File: src/rtl/fixed_point_div_seq.sv
// rtl/fixed_point_div_seq.sv - sequential restoring unsigned fixed-point divider
module fixed_point_div_seq #(
  parameter int WIDTH    = 10,
  parameter int FRAC     = 4,
  parameter bit SATURATE = 1'b1
) (
  input  logic             clk,
  input  logic             rst,
  input  logic             ld_a,
  input  logic             ld_b,
  input  logic [WIDTH-1:0] A,
  input  logic [WIDTH-1:0] B,
  input  logic             start,
  output logic             busy,
  output logic             done,
  output logic [WIDTH-1:0] q,
  output logic             ov,
  output logic             dz
);

  localparam int N  = WIDTH + FRAC;
  localparam int CW = $clog2(N + 1);

  typedef enum logic [1:0] {
    IDLE = 2'd0,
    RUN  = 2'd1,
    DONE = 2'd2
  } state_t;

  state_t state, state_next;

  logic [WIDTH-1:0] a_reg;
  logic [WIDTH-1:0] b_reg;
  logic [N-1:0]     d_reg;
  logic [WIDTH-1:0] r_reg;
  logic [N-1:0]     qs_reg;
  logic [CW-1:0]    cnt;

  logic             accept;
  logic             b_zero;
  logic             last_iter;
  logic [WIDTH:0]   trial;
  logic             trial_ge;
  logic [N-1:0]     qs_next;
  logic             ov_next;

  assign accept    = start && (state != RUN);
  assign b_zero    = (b_reg == '0);
  assign last_iter = (cnt == CW'(N - 1));

  // One restoring step: bring down the next dividend bit and try to subtract.
  // The partial remainder is always below b_reg, so WIDTH bits hold it; only
  // the trial value needs the extra bit.
  always_comb begin
    trial    = {r_reg, d_reg[N-1]};
    trial_ge = (trial >= {1'b0, b_reg});
    qs_next  = N'({qs_reg, trial_ge});
    ov_next  = |(qs_next >> WIDTH);
  end

  // State register.
  always_ff @(posedge clk or posedge rst) begin
    if (rst) begin
      state <= IDLE;
    end else begin
      state <= state_next;
    end
  end

  // Next-state and status decode; a start in DONE chains straight into a new division.
  always_comb begin
    state_next = state;
    busy       = 1'b0;
    done       = 1'b0;
    case (state)
      IDLE: begin
        if (start) state_next = b_zero ? DONE : RUN;
      end
      RUN: begin
        busy = 1'b1;
        if (last_iter) state_next = DONE;
      end
      DONE: begin
        done = 1'b1;
        if (start) state_next = b_zero ? DONE : RUN;
        else       state_next = IDLE;
      end
      default: state_next = IDLE;
    endcase
  end

  // Operand registers, iteration datapath and result registers. Results are
  // only written on the edge that enters DONE so they stay stable during RUN.
  always_ff @(posedge clk or posedge rst) begin
    if (rst) begin
      a_reg  <= '0;
      b_reg  <= '0;
      d_reg  <= '0;
      r_reg  <= '0;
      qs_reg <= '0;
      cnt    <= '0;
      q      <= '0;
      ov     <= 1'b0;
      dz     <= 1'b0;
    end else begin
      if (state != RUN) begin
        if (ld_a) a_reg <= A;
        if (ld_b) b_reg <= B;
      end

      if (accept) begin
        if (b_zero) begin
          q  <= '1;
          ov <= 1'b1;
          dz <= 1'b1;
        end else begin
          d_reg  <= N'(a_reg) << FRAC;
          r_reg  <= '0;
          qs_reg <= '0;
          cnt    <= '0;
        end
      end else if (state == RUN) begin
        d_reg  <= d_reg << 1;
        r_reg  <= WIDTH'(trial_ge ? (trial - {1'b0, b_reg}) : trial);
        qs_reg <= qs_next;
        cnt    <= cnt + CW'(1);
        if (last_iter) begin
          ov <= ov_next;
          dz <= 1'b0;
          q  <= (SATURATE && ov_next) ? '1 : qs_next[WIDTH-1:0];
        end
      end
    end
  end

endmodule

File: config.mk
export PLATFORM = sky130hd
export DESIGN_NAME = fixed_point_div_seq
export DESIGN_NICKNAME = d
export VERILOG_FILES = /design/src/rtl/fixed_point_div_seq.sv
export SDC_FILE = /design/constraint.sdc
export NUM_CORES = 1
export LEC_CHECK = 0
export BUFFER_PORTS_ARGS = -buffer_cell sky130_fd_sc_hd__buf_2
export CELL_PAD_IN_SITES_DETAIL_PLACEMENT = 2
export CELL_PAD_IN_SITES_GLOBAL_PLACEMENT = 2
export CORE_UTILIZATION = 40
export DETAILED_ROUTE_END_ITERATION = 12
export PLACE_DENSITY_LB_ADDON = 0.05
export SLEW_MARGIN = 20
export SYNTH_ARGS = -nofsm -noshare
export SYNTH_HDL_FRONTEND = slang
export SYNTH_SLANG_ARGS = --single-unit
File: constraint.sdc
create_clock -name clk -period 6.9 [get_ports clk]
set_clock_uncertainty 0.05 [all_clocks]
set_input_delay 1.035 -clock clk [delete_from_list [all_inputs] [get_ports clk]]
set_output_delay 1.035 -clock clk [all_outputs]
set_load 0.01 [all_outputs]
---- After elaboration in Yosys (flattened, before gate mapping) ----
Cells that the tools add are included.
storage, ports and cells
  output and inout port bits .............. 14
  bits in latches ......................... 0
  memory bits (writable) .................. 0
  ROM bits ................................ 0
  logic and storage cells ................. 64
  register bits ........................... 75
  memories kept ........................... 0
  input bits .............................. 25
cells by class
  muxes and demuxes ....................... 32
  equality and inequality tests ........... 8
  reductions and logical operators ........ 11
  add/sub/neg operators ................... 2
  shift-type cells ........................ 0
  bitwise gates (word level) .............. 0
  magnitude comparators ................... 1
  $mul .................................... 0
  divide/modulo/power cells ............... 0
operator list
  kind                                                 number
  two-way mux 10 bit                                   9
  two-way mux 14 bit                                   3
  two-way mux 13 bit                                   3
  two-way mux 4 bit                                    3
  >= comparator 11 x 10 -> 1 bit                       1
  logical NOT 10 bit                                   1
  subtractor 10 bit                                    1
  two-way mux 1 bit                                    9
  two-way mux 2 bit                                    4
  AND reduction 2 bit                                  4
  != test 2 bit, second input constant                 3
  case mux 2 bit (3 select lines)                      1
  adder 4 x 1 -> 4 bit, second input constant          1
  equality test 4 bit, second input constant           1
  != test 2 x 1 -> 1 bit, second input constant        2
  nonzero test 2 bit                                   2
  OR reduction 4 bit                                   1
  AND reduction 3 bit                                  1
  equality test 2 x 1 -> 1 bit, second input constant  1
  equality test 2 bit, second input constant           1
  logical NOT 2 bit                                    1
  logical AND 1 bit                                    1

---- Longest topological paths before layout ----
  depth in word-level cells ............... 5
  depth in mapped cells ................... 9
  depth with buffers taken out ............ 9

---- Least setup slack after synthesis ----
OpenSTA, ideal clock, no wires.
  kind .................................... flip-flop to output port
  start ................................... register state[1]
  end ..................................... output busy
  arrival time ............................ 1.018 ns
  path buffers ............................ 1
  stages on the path, launching flop included .. 4
  slack ................................... 4.797 ns
  cell sequence ........................... dfrtp_1 -> nand2b_1 -> inv_2 -> clkbuf_1
between the ends
  cells in the longest elaborated chain, start to end .. 2
ends and longest elaborated chain
  what                          line  RTL
  start, declared               30    state_t state, state_next;
  start signal, assigned        66    state <= state_next;
  equality test 2 x 1 -> 1 bit  75    case (state)
  two-way mux 1 bit             75
  end, declared                 14    output logic busy,
No other way between the ends.

---- Worst setup path in the final report ----
Same ends and word-level chain as after synthesis.

==> flow_metrics.env <==
export IMPL_status="finished clean"
export IMPL_grt_usage=0.197
export IMPL_core_area_um2=8220
export IMPL_cpMaxStageDelayCell="inv_2"
export IMPL_rows=33
export IMPL_dieArea_um2=8870
export IMPL_reg2reg_to="r_reg[6]"
export IMPL_die_height_um=94.2
export IMPL_drive_gt1_frac=0.254
export IMPL_period_minus_slack_ns=2.93
export IMPL_wl_per_cell_um=17.7
export IMPL_ys_async_sr_fraction=1.00
export IMPL_cp_start_kind="register"
export IMPL_synth_xor_area_frac=0.0155
export IMPL_clkSinkCount=71
export IMPL_synth_top_family_by_area="compound AO/OA/AOI/OAI gates"
export IMPL_syn_inst=292
export IMPL_rsz0062_at_grt="false"
export IMPL_synthFlopType="dfrtp_1"
export IMPL_syn_area_per_cell_um2=11.6
export IMPL_antennaDiodeCount=0
export IMPL_totalWireLength_um=7850
export IMPL_drc=0
export IMPL_final_max_slew_viol_count=0
export IMPL_synthMuxAreaShare=0.110
export IMPL_mappedNetlistArea_um2=3400
export IMPL_tightest_slew_ns=0.913
export IMPL_crit_chain="nand2b_1 > inv_2 > buf_2"
export IMPL_vias=2394
export IMPL_cts_hold_buf=0
export IMPL_cp_max_fo=27
export IMPL_cts_made_buffers=9
export IMPL_min_delay_start="d_reg[13]"
export IMPL_synthesis_nets=330
export IMPL_gp_congestion=0.756
export IMPL_hpwl_um=5410
export IMPL_largest_register_ffs=13
export IMPL_finalCritPeriodShare=0.424
export IMPL_hold_path_endpoint="d_reg[13]"
export IMPL_critPathBufInv=2
export IMPL_post_cts_setup_buffers=0
export IMPL_ys_seq_elements=71
export IMPL_cts_repair_resized=0
export IMPL_post_synth_num_cell_types=43
export IMPL_start_util=0.414
export IMPL_place_inst=427
export IMPL_worstPathRequired_ns=5.81
export IMPL_synthAdderAreaFrac=0.0500
export IMPL_hold_viol_final=0
export IMPL_yosys_warnings=0
export IMPL_nNetsFinal=371
export IMPL_grt_pass1_vias=2605
export IMPL_synth_compound_area_share=0.185
export IMPL_p_leak_nw=1.80
export IMPL_cts_tree="yes"
export IMPL_seq_area_frac_synth=0.522
export IMPL_crit_type="reg2out"
export IMPL_r2r_start="b_reg[7]"
export IMPL_syn_to_final_growth_pct=13.6
export IMPL_hp_class="reg2reg"
export IMPL_reg2reg_depth=8
export IMPL_synth_top_area_frac=0.522
export IMPL_antenna_found_initial=0
export IMPL_synth_edff_count=0
export IMPL_tns_ns=0
export IMPL_end_kind="output pin"
export IMPL_synth_area_leaders="dfrtp_1 52%, mux2_2 6.6%, ha_1 4.4%"
export IMPL_yosysTopAreaCell="dfrtp_1"
export IMPL_cp_num_cells=3
export IMPL_maxSlewHeadroom=0.391
export IMPL_fp_dieW_um=94.2
export IMPL_htreeDepth=3
export IMPL_clkTransAtPathRegs_ns=0.09
export IMPL_drt_iter0_markers=119
export IMPL_cap_violations=0
export IMPL_hold_depth=2
export IMPL_fin_cells=443
export IMPL_port_buffers=38
export IMPL_grt_max_degree=72
export IMPL_r2r_slack_ns=4.44
export IMPL_ant_nets=0
export IMPL_grt_first_pass_wirelength_um=13200
export IMPL_clock_fmax_mhz=342
export IMPL_synthSimpleGateAreaFrac=0.0802
export IMPL_worst_ep_arrival_time_ns=1.84
export IMPL_clkLatencyLatePin_ns=0.34
export IMPL_clock_root_buffer="clkbuf_8"
export IMPL_dr_pass1_iters=4
export IMPL_vias_per_cell=5.40
export IMPL_clock_path_buffers=2
export IMPL_worst_ir_drop_vdd_v=0.000149
export IMPL_cp_top_family="buffers and inverters"
export IMPL_critPathMaxStageDelay_ns=0.51
export IMPL_fin_util=0.470
export IMPL_overflow=0
export IMPL_io_pins=39
export IMPL_power_density_nw_per_um2=539
export IMPL_setup_viol=0
-- synth_stat cells, types with 2 or more instances --
library cell  count
dfrtp_1          71
nand2_1          33
mux2_2           20
o21ai_0          20
mux2i_1          15
a22o_1           14
inv_1            13
ha_1             12
o21ai_1          10
o22a_1            9
nand2b_1          7
nor2_1            6
o21a_1            6
xnor2_1           6
a21oi_1           5
nand3_1           4
buf_4             3
clkbuf_1          3
nor4_1            3
o2bb2a_4          3
a211oi_1          2
buf_2             2
buf_6             2
nand4_1           2
nor2b_1           2
o22ai_1           2
-- layout by cell type, fill, tap and decap left out, drive strengths merged, types with 2 or more instances in the layout --
cell and count:
dfrtp 71, buf 41, nand2 33, o21ai 31, mux2 20, inv 16, mux2i 15, a22o 14
ha 12, o22a 10, clkbuf 9, nand2b 7, o21a 6, nor2 6, xnor2 6, a21oi 6
nand3 4, o2bb2a 4, nor4 3, clkinv 3, nand4 2, a211oi 2, nor2b 2, o22ai 2
clkinvlp 2
-- layer usage --
metal	vias to the layer above	track usage	routed length, µm
li1	1138	-	-
met1	1220	0.276	3850
met2	31	0.314	3770
met3	5	0.0267	172
met4	0	0.0615	57
met5	-	0	0
-- tightest hold or removal path, delay by kind of cell, from the launching register on --
kind | cells | cell delay (ns)
DFF | 1 | 0.35
AOI/OAI and AO/OA | 1 | 0.06
and+or+nand+nor | 1 | 0.05
-- layout make-up --
class	count	area, µm²
clock inverters	7	66.3
inverters	14	52.6
well taps	105	131
fillers	890	4350
flip-flops and latches	71	1780
clock buffers	9	124
repair buffers	41	213
multi-input cells	196	1500
-- logic make-up (layout without fill, tap and decap cells) --
family                     count (synthesis)  in the layout
AOI/OAI and AO/OA                         82             82
DFF                                       71             71
and+or+nand+nor                           60             60
muxes                                     35             35
buffers and inverters                     25             71
adders and majority gates                 13             13
xor gates and xnor gates                   6              6
-- worst max-delay path by stage --
stage | from | end | slack, ns
6_report | state[1] | busy | 3.97
3_3_place_gp | state[1] | busy | 4.35
3_5_place_dp | state[1] | busy | 4.34
4_1_cts | state[1] | busy | 3.94
2_1_floorplan | rst | a_reg[0] | 4.02
5_1_grt | state[1] | busy | 3.81
-- power breakdown --
| group | internal, mW | total [mW] | switching [mW] |
|---|---|---|---|
| Combinational | 0.477 | 1.00 | 0.527 |
| Clock | 0.137 | 0.319 | 0.181 |
| Sequential | 0.615 | 0.761 | 0.147 |
| Total | 1.23 | 2.08 | 0.855 |
-- per-stage QoR --
| step | hold slack [ns] | setup WS [ns] | power [mW] | cell area [µm²] |
|---|---|---|---|---|
| after global placement | 0.412 | 4.35 | 1.74 | 3670 |
| final | 0.446 | 3.97 | 2.08 | 3860 |
| after floorplan | 0.395 | 4.02 | 1.52 | 3400 |
| after detailed placement | 0.429 | 4.34 | 1.78 | 3670 |
| after global routing | 0.483 | 3.81 | 2.26 | 3860 |
| after CTS | 0.453 | 3.94 | 2.12 | 3860 |
No activity file was read; power rests on OpenSTA's default activity.
